### config.mk
export PLATFORM = sky130hd
export DESIGN_NAME = shift_sched_flat
export DESIGN_NICKNAME = d
export VERILOG_FILES = /design/src/rtl/shift_sched_if.sv /design/src/rtl/shift_sched.sv /design/src/flat_wrapper.sv
export SDC_FILE = /design/constraint.sdc
export NUM_CORES = 1
export LEC_CHECK = 0
export ABC_AREA = 1
export BUFFER_PORTS_ARGS = -buffer_cell sky130_fd_sc_hd__clkbuf_2
export CAP_MARGIN = 20
export CORE_MARGIN = 2
export CORE_UTILIZATION = 56
export CTS_CLUSTER_DIAMETER = 40
export DETAILED_ROUTE_END_ITERATION = 8
export PLACE_DENSITY = 0.91
export SLEW_MARGIN = 5
export SYNTH_ARGS = -nofsm -noshare
export SYNTH_HDL_FRONTEND = slang
export SYNTH_SLANG_ARGS = --single-unit
### constraint.sdc
create_clock -name clk_i -period 6.38 [get_ports clk_i]
set_input_delay 0.957 -clock clk_i [delete_from_list [all_inputs] [get_ports clk_i]]
set_output_delay 0.957 -clock clk_i [all_outputs]
set_load 0.01 [all_outputs]
### src/rtl/shift_sched_if.sv
// Request channel of one shift_sched requester port: valid/ready handshake plus shift operands.
interface shift_sched_if #(
  parameter int unsigned TagW = 4
) ();
  logic            valid;
  logic            ready;
  logic [31:0]     x;
  logic [4:0]      s;
  logic            left;
  logic            log;
  logic [TagW-1:0] tag;

  modport master (output valid, x, s, left, log, tag, input ready);
  modport slave  (input valid, x, s, left, log, tag, output ready);
endinterface

### src/rtl/shift_sched.sv
// Two-port scheduler sharing one external ShiftLR; in-order tagged responses with backpressure.
// Define SHIFT_SCHED_RR_EN for round-robin arbitration; otherwise port A has fixed priority.
module shift_sched #(
  parameter int unsigned TagW  = 4,
  parameter int unsigned Depth = 2
) (
  input  logic            clk_i,
  input  logic            rst_ni,
  shift_sched_if.slave    a_if,
  shift_sched_if.slave    b_if,
  output logic [31:0]     sh_x_o,
  output logic [4:0]      sh_s_o,
  output logic            sh_left_o,
  output logic            sh_log_o,
  input  logic [31:0]     sh_z_i,
  output logic            rsp_valid_o,
  input  logic            rsp_ready_i,
  output logic [31:0]     rsp_z_o,
  output logic            rsp_id_o,
  output logic [TagW-1:0] rsp_tag_o
);

  localparam int unsigned PtrW = $clog2(Depth);
  localparam int unsigned CntW = $clog2(Depth + 1);
  localparam int unsigned OccW = CntW + 1;

  logic            push, pop, credit_ok, gnt_a, gnt_b, issue;
  logic [OccW-1:0] occ_after;

  logic [31:0]     sel_x;
  logic [4:0]      sel_s;
  logic            sel_left, sel_log;
  logic [TagW-1:0] sel_tag;

  logic [31:0]     sh_x_q;
  logic [4:0]      sh_s_q;
  logic            sh_left_q, sh_log_q;

  logic            inflight_q;
  logic            inf_id_q;
  logic [TagW-1:0] inf_tag_q;

  logic [31:0]     mem_z_q   [Depth];
  logic            mem_id_q  [Depth];
  logic [TagW-1:0] mem_tag_q [Depth];
  logic [PtrW-1:0] wr_ptr_q, rd_ptr_q, rd_nxt;
  logic [CntW-1:0] count_q, count_d;

  logic            rsp_valid_q, rsp_valid_d;
  logic [31:0]     rsp_z_q, rsp_z_d;
  logic            rsp_id_q, rsp_id_d;
  logic [TagW-1:0] rsp_tag_q, rsp_tag_d;

  function automatic logic [PtrW-1:0] ptr_inc(input logic [PtrW-1:0] p);
    return (p == PtrW'(Depth - 1)) ? '0 : p + PtrW'(1);
  endfunction

  assign push   = inflight_q;
  assign pop    = rsp_valid_q & rsp_ready_i;
  assign rd_nxt = ptr_inc(rd_ptr_q);

  // An issue now needs a slot for itself after the inflight op (if any) lands.
  assign occ_after = OccW'(count_q) + OccW'(inflight_q) - OccW'(pop);
  assign credit_ok = rst_ni & (occ_after < OccW'(Depth));

`ifdef SHIFT_SCHED_RR_EN
  logic prio_b_q;

  assign gnt_a = credit_ok & a_if.valid & (~b_if.valid | ~prio_b_q);
  assign gnt_b = credit_ok & b_if.valid & (~a_if.valid | prio_b_q);

  always_ff @(posedge clk_i or negedge rst_ni) begin
    if (!rst_ni) begin
      prio_b_q <= 1'b0;
    end else if (gnt_a) begin
      prio_b_q <= 1'b1;
    end else if (gnt_b) begin
      prio_b_q <= 1'b0;
    end
  end
`else
  assign gnt_a = credit_ok & a_if.valid;
  assign gnt_b = credit_ok & b_if.valid & ~a_if.valid;
`endif

  assign issue      = gnt_a | gnt_b;
  assign a_if.ready = gnt_a;
  assign b_if.ready = gnt_b;

  assign sel_x    = gnt_b ? b_if.x    : a_if.x;
  assign sel_s    = gnt_b ? b_if.s    : a_if.s;
  assign sel_left = gnt_b ? b_if.left : a_if.left;
  assign sel_log  = gnt_b ? b_if.log  : a_if.log;
  assign sel_tag  = gnt_b ? b_if.tag  : a_if.tag;

  // Operands go straight to the shifter on issue; otherwise the last issued values are held.
  assign sh_x_o    = issue ? sel_x    : sh_x_q;
  assign sh_s_o    = issue ? sel_s    : sh_s_q;
  assign sh_left_o = issue ? sel_left : sh_left_q;
  assign sh_log_o  = issue ? sel_log  : sh_log_q;

  always_ff @(posedge clk_i or negedge rst_ni) begin
    if (!rst_ni) begin
      sh_x_q     <= '0;
      sh_s_q     <= '0;
      sh_left_q  <= 1'b0;
      sh_log_q   <= 1'b0;
      inflight_q <= 1'b0;
      inf_id_q   <= 1'b0;
      inf_tag_q  <= '0;
    end else begin
      inflight_q <= issue;
      if (issue) begin
        sh_x_q    <= sel_x;
        sh_s_q    <= sel_s;
        sh_left_q <= sel_left;
        sh_log_q  <= sel_log;
        inf_id_q  <= gnt_b;
        inf_tag_q <= sel_tag;
      end
    end
  end

  always_comb begin
    count_d     = count_q + CntW'(push) - CntW'(pop);
    rsp_valid_d = (count_d != '0);
    rsp_z_d     = rsp_z_q;
    rsp_id_d    = rsp_id_q;
    rsp_tag_d   = rsp_tag_q;
    // Head register takes the landing result when the FIFO is (or becomes) otherwise empty.
    if (push && ((count_q == '0) || ((count_q == CntW'(1)) && pop))) begin
      rsp_z_d   = sh_z_i;
      rsp_id_d  = inf_id_q;
      rsp_tag_d = inf_tag_q;
    end else if (pop && (count_q > CntW'(1))) begin
      rsp_z_d   = mem_z_q[rd_nxt];
      rsp_id_d  = mem_id_q[rd_nxt];
      rsp_tag_d = mem_tag_q[rd_nxt];
    end
  end

  always_ff @(posedge clk_i or negedge rst_ni) begin
    if (!rst_ni) begin
      for (int i = 0; i < Depth; i++) begin
        mem_z_q[i]   <= '0;
        mem_id_q[i]  <= 1'b0;
        mem_tag_q[i] <= '0;
      end
      wr_ptr_q    <= '0;
      rd_ptr_q    <= '0;
      count_q     <= '0;
      rsp_valid_q <= 1'b0;
      rsp_z_q     <= '0;
      rsp_id_q    <= 1'b0;
      rsp_tag_q   <= '0;
    end else begin
      if (push) begin
        mem_z_q[wr_ptr_q]   <= sh_z_i;
        mem_id_q[wr_ptr_q]  <= inf_id_q;
        mem_tag_q[wr_ptr_q] <= inf_tag_q;
        wr_ptr_q            <= ptr_inc(wr_ptr_q);
      end
      if (pop) begin
        rd_ptr_q <= rd_nxt;
      end
      count_q     <= count_d;
      rsp_valid_q <= rsp_valid_d;
      rsp_z_q     <= rsp_z_d;
      rsp_id_q    <= rsp_id_d;
      rsp_tag_q   <= rsp_tag_d;
    end
  end

  assign rsp_valid_o = rsp_valid_q;
  assign rsp_z_o     = rsp_z_q;
  assign rsp_id_o    = rsp_id_q;
  assign rsp_tag_o   = rsp_tag_q;

endmodule

### src/flat_wrapper.sv
// flat-port wrapper written by rule: the top's interface ports become plain ports
module shift_sched_flat 
#(
  parameter int unsigned TagW  = 4,
  parameter int unsigned Depth = 2
)
  (clk_i, rst_ni, sh_x_o, sh_s_o, sh_left_o, sh_log_o, sh_z_i, rsp_valid_o, rsp_ready_i, rsp_z_o, rsp_id_o, rsp_tag_o, a_if_valid, a_if_x, a_if_s, a_if_left, a_if_log, a_if_tag, a_if_ready, b_if_valid, b_if_x, b_if_s, b_if_left, b_if_log, b_if_tag, b_if_ready);
  shift_sched_if #(.TagW(TagW)) a_if_i ();
  shift_sched_if #(.TagW(TagW)) b_if_i ();
  input  logic clk_i;
  input  logic rst_ni;
  output logic [31:0] sh_x_o;
  output logic [4:0] sh_s_o;
  output logic sh_left_o;
  output logic sh_log_o;
  input  logic [31:0] sh_z_i;
  output logic rsp_valid_o;
  input  logic rsp_ready_i;
  output logic [31:0] rsp_z_o;
  output logic rsp_id_o;
  output logic [TagW-1:0] rsp_tag_o;
  input wire logic [$bits(a_if_i.valid)-1:0] a_if_valid;
  input wire logic [$bits(a_if_i.x)-1:0] a_if_x;
  input wire logic [$bits(a_if_i.s)-1:0] a_if_s;
  input wire logic [$bits(a_if_i.left)-1:0] a_if_left;
  input wire logic [$bits(a_if_i.log)-1:0] a_if_log;
  input wire logic [$bits(a_if_i.tag)-1:0] a_if_tag;
  output wire logic [$bits(a_if_i.ready)-1:0] a_if_ready;
  input wire logic [$bits(b_if_i.valid)-1:0] b_if_valid;
  input wire logic [$bits(b_if_i.x)-1:0] b_if_x;
  input wire logic [$bits(b_if_i.s)-1:0] b_if_s;
  input wire logic [$bits(b_if_i.left)-1:0] b_if_left;
  input wire logic [$bits(b_if_i.log)-1:0] b_if_log;
  input wire logic [$bits(b_if_i.tag)-1:0] b_if_tag;
  output wire logic [$bits(b_if_i.ready)-1:0] b_if_ready;
  assign a_if_i.valid = a_if_valid;
  assign a_if_i.x = a_if_x;
  assign a_if_i.s = a_if_s;
  assign a_if_i.left = a_if_left;
  assign a_if_i.log = a_if_log;
  assign a_if_i.tag = a_if_tag;
  assign a_if_ready = a_if_i.ready;
  assign b_if_i.valid = b_if_valid;
  assign b_if_i.x = b_if_x;
  assign b_if_i.s = b_if_s;
  assign b_if_i.left = b_if_left;
  assign b_if_i.log = b_if_log;
  assign b_if_i.tag = b_if_tag;
  assign b_if_ready = b_if_i.ready;
  shift_sched #(.TagW(TagW), .Depth(Depth)) u_core (.clk_i(clk_i), .rst_ni(rst_ni), .a_if(a_if_i), .b_if(b_if_i), .sh_x_o(sh_x_o), .sh_s_o(sh_s_o), .sh_left_o(sh_left_o), .sh_log_o(sh_log_o), .sh_z_i(sh_z_i), .rsp_valid_o(rsp_valid_o), .rsp_ready_i(rsp_ready_i), .rsp_z_o(rsp_z_o), .rsp_id_o(rsp_id_o), .rsp_tag_o(rsp_tag_o));
endmodule
==> out/results.txt, run 1 <==
outcome -> complete, no violations
DR iter-0 viols -> 480
routability cong. -> 0.8216
crit path time final -> 4.926 ns
Routed Antenna Nets -> 0
CP peak stage delay -> 0.63 ns
final setup TNS -> 0 ns
post-DR vias/cell -> 5.497
RR Startpoint -> u_core.rsp_valid_o$_DFF_PN0_
critical path class -> in2out
Setup crit start kind -> input port
vias in the first global route -> 5868
Congestion Overflow GR -> 0
cells after synthesis -> 760
largest net degree at the start of global routing -> 75
Worst Hold Launch -> u_core.mem_z_q[20]$_DFFE_PN0P_
Total Wirelength -> 17.84 mm
first-pass GRT wire length -> 28.47 mm
Slew HR -> 0.3174
reg2reg setup slack -> 3.14 ns
Worst-Margin Slew -> 1.020 ns
Syn. warnings -> 0
number of synthesized register bits -> 161
R2R Path End -> u_core.sh_x_q[14]$_DFF_PN0_
cells along the critical path -> clkbuf_2, nand2_1, inv_1, ha_1, inv_1, ha_1, fa_1, inv_1, nand2_1, nor2_1, nand4_1, inv_2, nand2_1, nand3_1, clkbuf_2
final setup vio count -> 0
Max Slew Vio Count -> 0
Area Growth Syn to Fin -> 23.53%
Post-CTS Setup Repair Bufs -> 0
port bufs -> 201
Num CTS Buffers -> 17
DRC errors left -> 0
Setup crit end kind -> output port
Horiz. Die Dim -> 116.1 um
Total Routing Usage GR -> 0.2758
initial antenna violation count -> 0
WL/cell -> 16.01 um
cts hold-fix bufs -> 0
final critical-path share of the clock period -> 0.7722
synthesized cell area -> 7041 sq um
IO Count -> 202
H-tree Lvls -> 4
final worst slack -> 1.454 ns
diode count -> 0
Worst path slowest cell -> inv_2
layout cells sized above 1 -> 0.2896
R2R cell count -> 13
CTS Buffer Depth -> 2
clk_lat worst skew -> 0.42 ns
worst path arrival time -> 3.97 ns
Max Cap Violations -> 0
fillcell total -> 919
required time worst endpoint -> 5.42 ns
commonest non-fill, non-tap cell in the layout -> clkbuf_2
syn avg cell area -> 9.264 sq um
crit-path max FO -> 34
Clk pin slew, worst setup/hold paths -> 0.06 ns
Min-Delay Path Class -> reg2reg
CTS tree -> built
pre-CTS WS -> 1.488 ns
initial core utilization -> 0.5789
DP HPWL -> 11.59 mm
hold depth -> 2
Core ar. -> 12160 sq um
row cnt -> 40
Die Y -> 116.1 um
Worst IR Drop VDD -> 354.1 uV
Hold Violations, Final -> 0
FMAX -> 203.0 MHz
highest-count cells in the layout ignoring fill and taps -> clkbuf_2 (200), nand2_1 (188), dfrtp_1 (161), nand3_1 (90), o21ai_0 (90)
RSZ-0062 raised after global routing -> false
CTS Root Cell -> clkbuf_16
P per Cell Area -> 563.1 nW/um^2
WHS Endpoint -> u_core.mem_z_q[20]$_DFFE_PN0P_
fin nets -> 1059
clk sink count -> 161
Seq/Total Area, Yosys -> 0.5722
via count -> 6124
Distinct cells, synth -> 25
Pre-Repair DR Iteration Count -> 5
Leak -> 4.503 nW
Synth Net Count -> 886
Setup Skew -> 0.008281 ns
post_cts resized -> 0
Die Area -> 13490 sq um
-- synthesized netlist by cell type --
cell type	number	area, sq um
a21oi_2	1	8.760
buf_1	2	7.510
buf_2	25	125.1
buf_4	1	7.510
buf_6	11	123.9
clkbuf_1	16	60.06
dfrtp_1	161	4029
fa_1	1	20.02
ha_1	2	25.02
inv_1	47	176.4
inv_2	4	15.01
nand2_1	191	716.9
nand2_2	2	12.51
nand3_1	90	450.4
nand3_4	1	17.52
nand4_1	11	68.82
nor2_1	3	11.26
nor2_4	1	11.26
o21ai_0	90	450.4
o21ai_1	22	110.1
o21ai_4	1	16.27
o221ai_1	37	324.1
or2_1	20	125.1
or2_2	19	118.9
xor2_1	1	8.760
-- power breakdown --
| part | leakage [nW] | switching (W) | internal, W |
|---|---|---|---|
| registers | 1.97 | 0.000244 | 0.00154 |
| clock network | 0.331 | 0.000405 | 0.000728 |
| logic | 2.20 | 0.00121 | 0.000771 |
-- area by class of cell --
cell class / instances / area (sq um) / area share
flip-flops and latches: 161 / 4029 / 0.4632
multi-input cells: 493 / 2504 / 0.2879
repair buffers: 209 / 1092 / 0.1256
clock buffers: 20 / 466.7 / 0.05366
well taps: 168 / 210.2 / 0.02417
clock inverters: 12 / 203.9 / 0.02345
inverters: 51 / 191.4 / 0.02201
-- registers in the layout, indices dropped and copies added (netlist names) --
name	cells
u_core.rsp_tag_o	4
u_core.sh_s_q	5
u_core.sh_log_q	1
u_core.sh_x_q	32
u_core.sh_left_q	1
u_core.mem_tag_q	8
u_core.rd_ptr_q	1
u_core.mem_z_q	64
u_core.mem_id_q	2
u_core.inf_id_q	1
u_core.count_q	2
u_core.rsp_valid_o	1
u_core.rsp_id_o	1
u_core.inf_tag_q	4
u_core.wr_ptr_q	1
u_core.rsp_z_o	32
u_core.inflight_q	1
-- metal layers --
layer | global-route usage | vias to the layer above | wire length, um
met1 | 0.3326 | 2897 | 6921
met3 | 0.06746 | 35 | 1331
met2 | 0.4752 | 290 | 9161
met5 | 0 | - | 0
met4 | 0.1190 | 0 | 424
li1 | - | 2902 | -
-- critical path, delay by kind of cell --
| kind | cells | cell delay, ns |
|---|---|---|
| adder cells (fa/ha/maj) | 3 | 0.97 |
| AND/OR/NAND/NOR | 6 | 0.93 |
| buffers and inverters | 6 | 1.09 |
-- cells by family (layout without fill, tap and decap cells) --
family | after synthesis | in the layout | share of synthesized area
AOI/OAI and AO/OA | 151 | 151 | 0.1292
xor gates and xnor gates | 1 | 1 | 0.001244
adders and majority gates | 3 | 3 | 0.006397
buffers and inverters | 106 | 292 | 0.07322
DFF | 161 | 161 | 0.5722
and+or+nand+nor | 338 | 338 | 0.2177
-- worst max-delay path by stage --
stage                     slack [ns]  cells past startpoint         end        start
after floorplan                 2.58                     12   sh_x_o[0]  rsp_ready_i
after global placement          1.59                     15   sh_x_o[3]  rsp_ready_i
after detailed placement        1.49                     15  sh_x_o[20]  rsp_ready_i
after CTS                       1.45                     15  sh_x_o[14]  rsp_ready_i
after global routing            1.19                     15  sh_x_o[23]  rsp_ready_i
final                           1.45                     15  sh_x_o[14]  rsp_ready_i
-- through the flow --
stage          hold WS, ns  std cells  total power, W  instance area (sq um)  utilization
2_1_floorplan       0.4451        760        0.003096                   7041            -
4_1_cts             0.4813       1113        0.004898                   8670       0.7129
5_1_grt             0.5014       1114        0.005247                   8697       0.7151
3_3_place_gp        0.4587       1081        0.003626                   7999       0.6577
6_report            0.4776       1114        0.004898                   8697       0.7151
3_5_place_dp        0.4665       1081        0.003725                   7999       0.6577
(Power assumes the default switching activity.)
==> run 2: changes to the inputs <==
CORE_UTILIZATION = 47   (was 56)
PLACE_DENSITY = 0.82   (was 0.91)
clock period = 4.4 ns   (was 6.38 ns; I/O delays follow)
==> run 2 against run 1 <==
  * Clock-buffer cell count rose by 2
  * Design area shrank 0.75%
  * Via count fell by 2.9%
  * Register-to-register slack got worse by 1.6 ns
  * Cell count increased by 1.6%
  * Highest routed layer unchanged
==> out/results.txt, run 2 (synthesis gave the netlist of run 1 again) <==
diode count -> 0 (unchanged)
clk sink count -> 161 (unchanged)
Pwr Total -> 0.006791 W (+39%)
switching fraction of total power -> 0.3857 (+0.005632)
Die Y -> 126.4 um (+8.8%)
Worst IR Drop VDD -> 515.7 uV (+46%)
Pre-Repair DR Iteration Count -> 5 (unchanged)
RSZ-0062 raised after global routing -> false
Setup crit start kind -> flop
via count -> 5949 (-2.9%)
cell-internal power -> 0.004172 W (+37%)
CTS Buffer Depth -> 2 (unchanged)
Core ar. -> 14590 sq um (+20%)
clock power share -> 0.207 (-0.024)
Max Cap Violations -> 0 (unchanged)
Die Area -> 15970 sq um (+18%)
Total Routing Usage GR -> 0.2293 (-0.04646)
clk_lat worst skew -> 0.42 ns (about the same)
initial core utilization -> 0.4826 (-0.09632)
sequential share of power -> 0.381 (+0.017)
CTS tree -> built
Horiz. Die Dim -> 126.4 um (+8.8%)
crit path time final -> 3.949 ns
P per Cell Area -> 786.8 nW/um^2 (+40%)
Routed Antenna Nets -> 0 (unchanged)
Post-CTS Setup Repair Bufs -> 0 (unchanged)
IO Count -> 202 (unchanged)
DRC errors left -> 0 (unchanged)
WL/cell -> 15.69 um (-2.0%)
Slew HR -> 0.3004 (-0.01696)
crit-path max FO -> 43 (+26%)
largest net degree at the start of global routing -> 84 (+12%)
switching power -> 0.002620 W (+41%)
required time worst endpoint -> 3.74 ns (-1.68 ns)
crit path buf inv count -> 4 (-2)
Setup Skew -> 0.008213 ns (-0.00006775 ns)
Hold Violations, Final -> 0 (unchanged)
Logic pwr share -> 0.412 (+0.007)
fin nets -> 1062 (+0.28%)
Max Slew Vio Count -> 0 (unchanged)
post-DR vias/cell -> 5.255 (-4.4%)
outcome -> complete, no violations
max FFs per register -> 64 (unchanged)
critical path class -> reg2out
Worst-Margin Slew -> 1.045 ns (+0.02534 ns)
routability cong. -> 0.8195 (-0.26%)
final critical-path share of the clock period -> 0.8974
Worst path slowest cell -> fa_1
final setup vio count -> 0 (unchanged)
port bufs -> 201 (unchanged)
FMAX -> 253.3 MHz
Clk pin slew, worst setup/hold paths -> 0.06 ns (about the same)
Levels on crit path -> 13 (-2)
post_cts resized -> 0 (unchanged)
CTS Root Cell -> clkbuf_16
Num CTS Buffers -> 17 (unchanged)
initial antenna violation count -> 0 (unchanged)
Area Growth Syn to Fin -> 22.61%
DR iter-0 viols -> 503 (+4.8%)
Leak -> 4.454 nW (-1.1%)
highest-count cells in the layout ignoring fill and taps -> clkbuf_2 (200), nand2_1 (188), dfrtp_1 (161), nand3_1 (90), o21ai_0 (90)
CP peak stage delay -> 0.49 ns (-0.14 ns)
Congestion Overflow GR -> 0 (unchanged)
Min-Delay Path Class -> in2async
vias in the first global route -> 5672 (-3.3%)
layout cells sized above 1 -> 0.2859 (-0.003776)
row cnt -> 44 (+10%)
cts hold-fix bufs -> 0 (unchanged)
final setup TNS -> 0 ns (unchanged)
Biggest register -> u_core.mem_z_q
Setup crit end kind -> output port
first-pass GRT wire length -> 29.13 mm (+2.3%)
cells along the critical path -> nand2_1, inv_1, ha_1, inv_1, ha_1, fa_1, nor2_1, nand3_4, inv_2, o21ai_4, nand2_1, nand3_1, clkbuf_2
Total Wirelength -> 17.76 mm (-0.43%)
Top delay family on crit path -> adder cells
DP HPWL -> 11.85 mm (+2.2%)
worst path arrival time -> 3.29 ns (-0.68 ns)
R2R cell count -> 12 (-1)
H-tree Lvls -> 4 (unchanged)
commonest non-fill, non-tap cell in the layout -> clkbuf_2
==> run 2: changes by cell type in the layout (fill, tap and decap cells not counted), sizes merged <==
| cell | change |
|---|---|
| buf | +3 |
| inv | -1 |
| clkbuf | +2 |
| clkinvlp | +2 |
| bufinv | -3 |
| clkinv | -1 |
==> run 2: worst paths after layout <==
kind	from	end	slack [ns]
worst min register to register	u_core.mem_tag_q[1]$_DFFE_PN0P_	u_core.mem_tag_q[1]$_DFFE_PN0P_	0.48
worst max register to register	u_core.rsp_valid_o$_DFF_PN0_	u_core.sh_x_q[10]$_DFF_PN0_	1.54
max in group asynchronous	rst_ni	u_core.rsp_tag_o[1]$_DFFE_PN0P_	2.65
worst max-delay path	u_core.rsp_valid_o$_DFF_PN0_	sh_x_o[10]	0.45
worst min-delay path	rst_ni	u_core.sh_x_q[15]$_DFF_PN0_	0.02
min in group clk_i	b_if_tag[0]	u_core.inf_tag_q[0]$_DFFE_PN0N_	0.46
==> run 2: layout make-up <==
cell class / instances / area [sq um]
inverters: 51 / 191.4
multi-input cells: 493 / 2504
flip-flops and latches: 161 / 4029
clock inverters: 9 / 111.4
repair buffers: 212 / 1122
clock buffers: 22 / 444.2
fillers: 1284 / 5957
well taps: 184 / 230.2
==> run 2: stage by stage <==
| stage | cells | setup slack [ns] | hold WS, ns | util | instance area (sq um) |
|---|---|---|---|---|---|
| floorplan | 760 | 1.190 | 0.3644 | - | 7041 |
| global placement | 1099 | 0.5562 | 0.4523 | 0.5507 | 8034 |
| detailed placement | 1099 | 0.4947 | 0.4531 | 0.5507 | 8034 |
| CTS | 1130 | 0.4150 | 0.007791 | 0.5888 | 8589 |
| global route | 1132 | 0.2008 | 0.002754 | 0.5917 | 8632 |
| finish | 1132 | 0.4514 | 0.02381 | 0.5917 | 8632 |
==> run 2: worst register-to-register path, delay by kind of cell, from the launching register on <==
family / cells / cell delay [ns]
adders and majority gates: 3 / 0.94
and+or+nand+nor: 5 / 0.76
buffers and inverters: 3 / 0.32
DFF: 1 / 0.38
AOI/OAI and AO/OA: 1 / 0.32
==> run 2: power groups by stage <==
stage	clock, W	combinational, W	sequential, W
5_1_grt	0.00151	0.00316	0.00267
4_1_cts	0.00143	0.00279	0.00261
6_report	0.00141	0.00280	0.00259
2_1_floorplan	0	0.00191	0.00258
3_3_place_gp	0	0.00271	0.00259
3_5_place_dp	0	0.00278	0.00262
==> run 2: per-layer routing <==
layer | share of wire | wire length (um) | global-route usage | up-vias
met4 | 0.011 | 189 | 0.06270 | 0
li1 | - | - | - | 2900
met1 | 0.43 | 7619 | 0.3027 | 2815
met2 | 0.49 | 8698 | 0.3759 | 217
met5 | 0 | 0 | 0 | -
met3 | 0.071 | 1253 | 0.06242 | 17
==> run 3: changes to the inputs <==
ABC_AREA = unset   (was 1)
CORE_UTILIZATION = 48   (was 47)
PLACE_DENSITY = 0.83   (was 0.82)
==> run 3 against run 2 <==
  * Clock skew is 0.0028 ns higher
  * Clock-buffer cell count is 2 lower
  * Design area is 6.5% higher
  * First-iteration DRC count is 22% lower
  * Die area is 3.8% higher
  * Critical path depth is 4 lower
  * Sequential share of layout area is 2.8 points lower
  * Routed wire length is 3.6% higher
  * Utilization is 1.3 points higher
  * Cell count is 13% lower
  * Global-route usage is 0.067 points lower
  * Clock power is 4% higher
  * Critical path type unchanged
  * Critical endpoint is now sh_x_o[2]
==> out/results.txt, run 3 <==
P per Cell Area -> 766.9 nW/um^2 (-2.5%)
port bufs -> 201 (unchanged)
initial antenna violation count -> 0 (unchanged)
crit path time final -> 3.840 ns (-0.1086 ns)
Distinct cells, synth -> 31 (+24%)
Setup Skew -> 0.01105 ns (+0.002841 ns)
row cnt -> 45 (+2.3%)
largest net degree at the start of global routing -> 76 (-9.5%)
R2R Path End -> u_core.sh_s_q[2]$_DFF_PN0_
required time worst endpoint -> 3.74 ns (about the same)
Hold Violations, Final -> 0 (unchanged)
worst setup path start -> u_core.rsp_valid_o$_DFF_PN0_
H-tree Lvls -> 4 (unchanged)
Total Routing Usage GR -> 0.2287 (-0.0006726)
cells after synthesis -> 603 (-21%)
vias in the first global route -> 5782 (+1.9%)
clk sink count -> 161 (unchanged)
WL/cell -> 18.71 um (+19%)
post-DR vias/cell -> 5.941 (+13%)
Slew HR -> 0.3522 (+0.05180)
diode count -> 0 (unchanged)
Synth Area in Compound Gates -> 0.1678 (+0.03861)
IO Count -> 202 (unchanged)
R2R cell count -> 9 (-3)
Num CTS Buffers -> 17 (unchanged)
XOR/XNOR share of the synthesized area -> 0.003517 (+0.002273)
final setup vio count -> 0 (unchanged)
post_cts resized -> 0 (unchanged)
largest family of logic cells by synthesized area -> compound AO/OA/AOI/OAI gates
Horiz. Die Dim -> 128.8 um (+1.9%)
CTS Buffer Depth -> 2 (unchanged)
main flop type after synthesis -> dfrtp_1
Congestion Overflow GR -> 0 (unchanged)
Worst-Margin Slew -> 0.9682 ns (-0.07717 ns)
Max Slew Vio Count -> 0 (unchanged)
highest-count cells in the layout ignoring fill and taps -> clkbuf_2 (200), dfrtp_1 (160), mux2_2 (74), inv_1 (47)
DP Area -> 8612 sq um (+7.2%)
DP HPWL -> 12.15 mm (+2.6%)
Setup crit start kind -> flop
final setup TNS -> 0 ns (unchanged)
max FFs per register -> 64 (unchanged)
fin nets -> 909 (-14%)
layout cells sized above 1 -> 0.4642 (+0.1783)
Area Growth Syn to Fin -> 23.01%
post-synth top area share -> 0.5393 (-0.03297)
fin util -> 0.6045 (+0.01285)
Design Area, Final -> 9190 sq um (+6.5%)
crit-path max FO -> 44 (+2.3%)
RSZ-0062 raised after global routing -> false
final critical-path share of the clock period -> 0.8727 (-0.02468)
Die Y -> 128.8 um (+1.9%)
crit path to -> sh_x_o[2]
syn avg cell area -> 12.39 sq um (+34%)
mux contribution to synthesized area -> 0.1611 (+0.1611)
Post-Synth Adder-Cell Area -> 0.006029 (-0.0003686)
FMAX -> 260.4 MHz (+2.8%)
Synth Net Count -> 729 (-18%)
CTS tree -> built
Area contributors post-synth -> dfrtp_1 (54%), mux2_2 (11%), o221a_2 (5.9%)
outcome -> complete, no violations
via count -> 5840 (-1.8%)
commonest cells in the netlist -> dfrtp_1 (161), mux2_2 (74), inv_1 (47), a41oi_1 (43), nor3_1 (43)
commonest non-fill, non-tap cell in the layout -> clkbuf_2
cts hold-fix bufs -> 0 (unchanged)
fin cells -> 983 (-13%)
Simple-Gate Fraction of Synth Area -> 0.06063 (-0.1571)
reg2reg setup slack -> 1.68 ns (+0.14 ns)
number of synthesized register bits -> 161 (unchanged)
initial core utilization -> 0.4914 (+0.008850)
DRC errors left -> 0 (unchanged)
Syn. warnings -> 0 (unchanged)
first-pass GRT wire length -> 29.53 mm (+1.4%)
worst path arrival time -> 3.18 ns (-0.11 ns)
Seq/Total Area, Yosys -> 0.5393 (-0.03297)
synthesized cell area -> 7471 sq um (+6.1%)
Max Cap Violations -> 0 (unchanged)
Die Area -> 16580 sq um (+3.8%)
Biggest register -> u_core.mem_z_q
top-count cell post-synth -> dfrtp_1
Post-synth EDFFs -> 0 (unchanged)
CTS Root Cell -> clkbuf_16
DR iter-0 viols -> 393 (-22%)
clk_lat worst skew -> 0.42 ns (about the same)
placed cell count -> 952 (-13%)
fraction of registers with async set/reset -> 1.000 (unchanged)
Leak -> 4.457 nW (about the same)
Total Wirelength -> 18.39 mm (+3.6%)
routability cong. -> 0.7977 (-2.7%)
Core ar. -> 15200 sq um (+4.2%)
RR Startpoint -> u_core.rsp_valid_o$_DFF_PN0_
Routed Antenna Nets -> 0 (unchanged)
Worst IR Drop VDD -> 482.5 uV (-6.4%)
Setup crit end kind -> output port
Min-Delay Path Class -> in2async
critical path class -> reg2out
Post-CTS Setup Repair Bufs -> 0 (unchanged)
largest area contributor in the netlist -> dfrtp_1
Clk pin slew, worst setup/hold paths -> 0.06 ns (about the same)
Pre-Repair DR Iteration Count -> 5 (unchanged)
## run 3: cell types whose count changed in the layout (fill, tap and decap cells not counted), sizes merged, moves of 11 or more
cell | previous run | this run
a221o | 0 | 37
nand2 | 193 | 3
mux2i | 0 | 37
a41oi | 0 | 43
nor2 | 4 | 41
nand3 | 91 | 1
o221ai | 37 | 0
o21ai | 113 | 0
o221a | 0 | 43
mux2 | 0 | 74
or2 | 39 | 1
nand4 | 11 | 0
nor3 | 0 | 44
## run 3: worst min path at each step
stage                                  start                             end  slack (ns)  cells after the start
6_report                              rst_ni   u_core.rsp_z_o[5]$_DFFE_PN0P_        0.06                      1
3_5_place_dp   u_core.mem_z_q[9]$_DFFE_PN0P_   u_core.mem_z_q[9]$_DFFE_PN0P_        0.49                      1
4_1_cts                               rst_ni   u_core.rsp_z_o[5]$_DFFE_PN0P_        0.05                      1
5_1_grt                               rst_ni   u_core.rsp_z_o[5]$_DFFE_PN0P_        0.04                      1
3_3_place_gp                          rst_ni  u_core.mem_z_q[39]$_DFFE_PN0P_        0.49                      1
2_1_floorplan                         rst_ni     u_core.count_q[0]$_DFF_PN0_        0.36                      0
## run 3: critical path, stage by stage (launching register included)
cell,delay (ns)
dfrtp_1,0.40
and2_1,0.19
ha_1,0.27
inv_1,0.04
ha_1,0.18
fa_1,0.59
and3b_1,0.23
nand2_4,0.38
o221a_2,0.32
clkbuf_2,0.13
## run 3: power by group
part	switching, W	internal [W]
clock network	0.000606	0.000853
registers	0.000472	0.00220
logic	0.00147	0.00145
total	0.00255	0.00450
## run 3: cells by family (layout without fill, tap and decap cells)
| logic type | count (synthesis) | after routing |
|---|---|---|
| flip-flops | 161 | 161 |
| AO/OA/AOI/OAI | 126 | 126 |
| multiplexers | 111 | 111 |
| buffers and inverters | 103 | 295 |
| AND/OR/NAND/NOR | 96 | 96 |
| adder cells (fa/ha/maj) | 3 | 3 |
| XOR/XNOR | 3 | 3 |
## run 3: area by class of cell
| type | instances | area, sq um |
|---|---|---|
| sequential | 161 | 4030 |
| timing repair buffer | 216 | 1137 |
| tap | 188 | 235.2 |
| inverter | 48 | 180.2 |
| clock buffer | 20 | 446.7 |
| fill | 1193 | 6012 |
| multi-input combinational | 339 | 3029 |
| clock inverter | 11 | 131.4 |
## run 3: layer usage
layer	share of wire	up-vias	global-route usage	wire, um
met3	0.079	20	0.06279	1447
met1	0.42	2908	0.2956	7802
met2	0.48	259	0.3713	8881
li1	-	2653	-	-
met4	0.014	0	0.08440	260
met5	0	-	0	0
## run 3: metrics by stage
stage | hold WS, ns | setup WS [ns] | total power, W
floorplan | 0.3644 | 1.023 | 0.004663
global placement | 0.4850 | 0.6036 | 0.005500
detailed placement | 0.4915 | 0.6709 | 0.005610
CTS | 0.04532 | 0.5458 | 0.007091
global route | 0.04231 | 0.3946 | 0.007486
finish | 0.05576 | 0.5600 | 0.007047
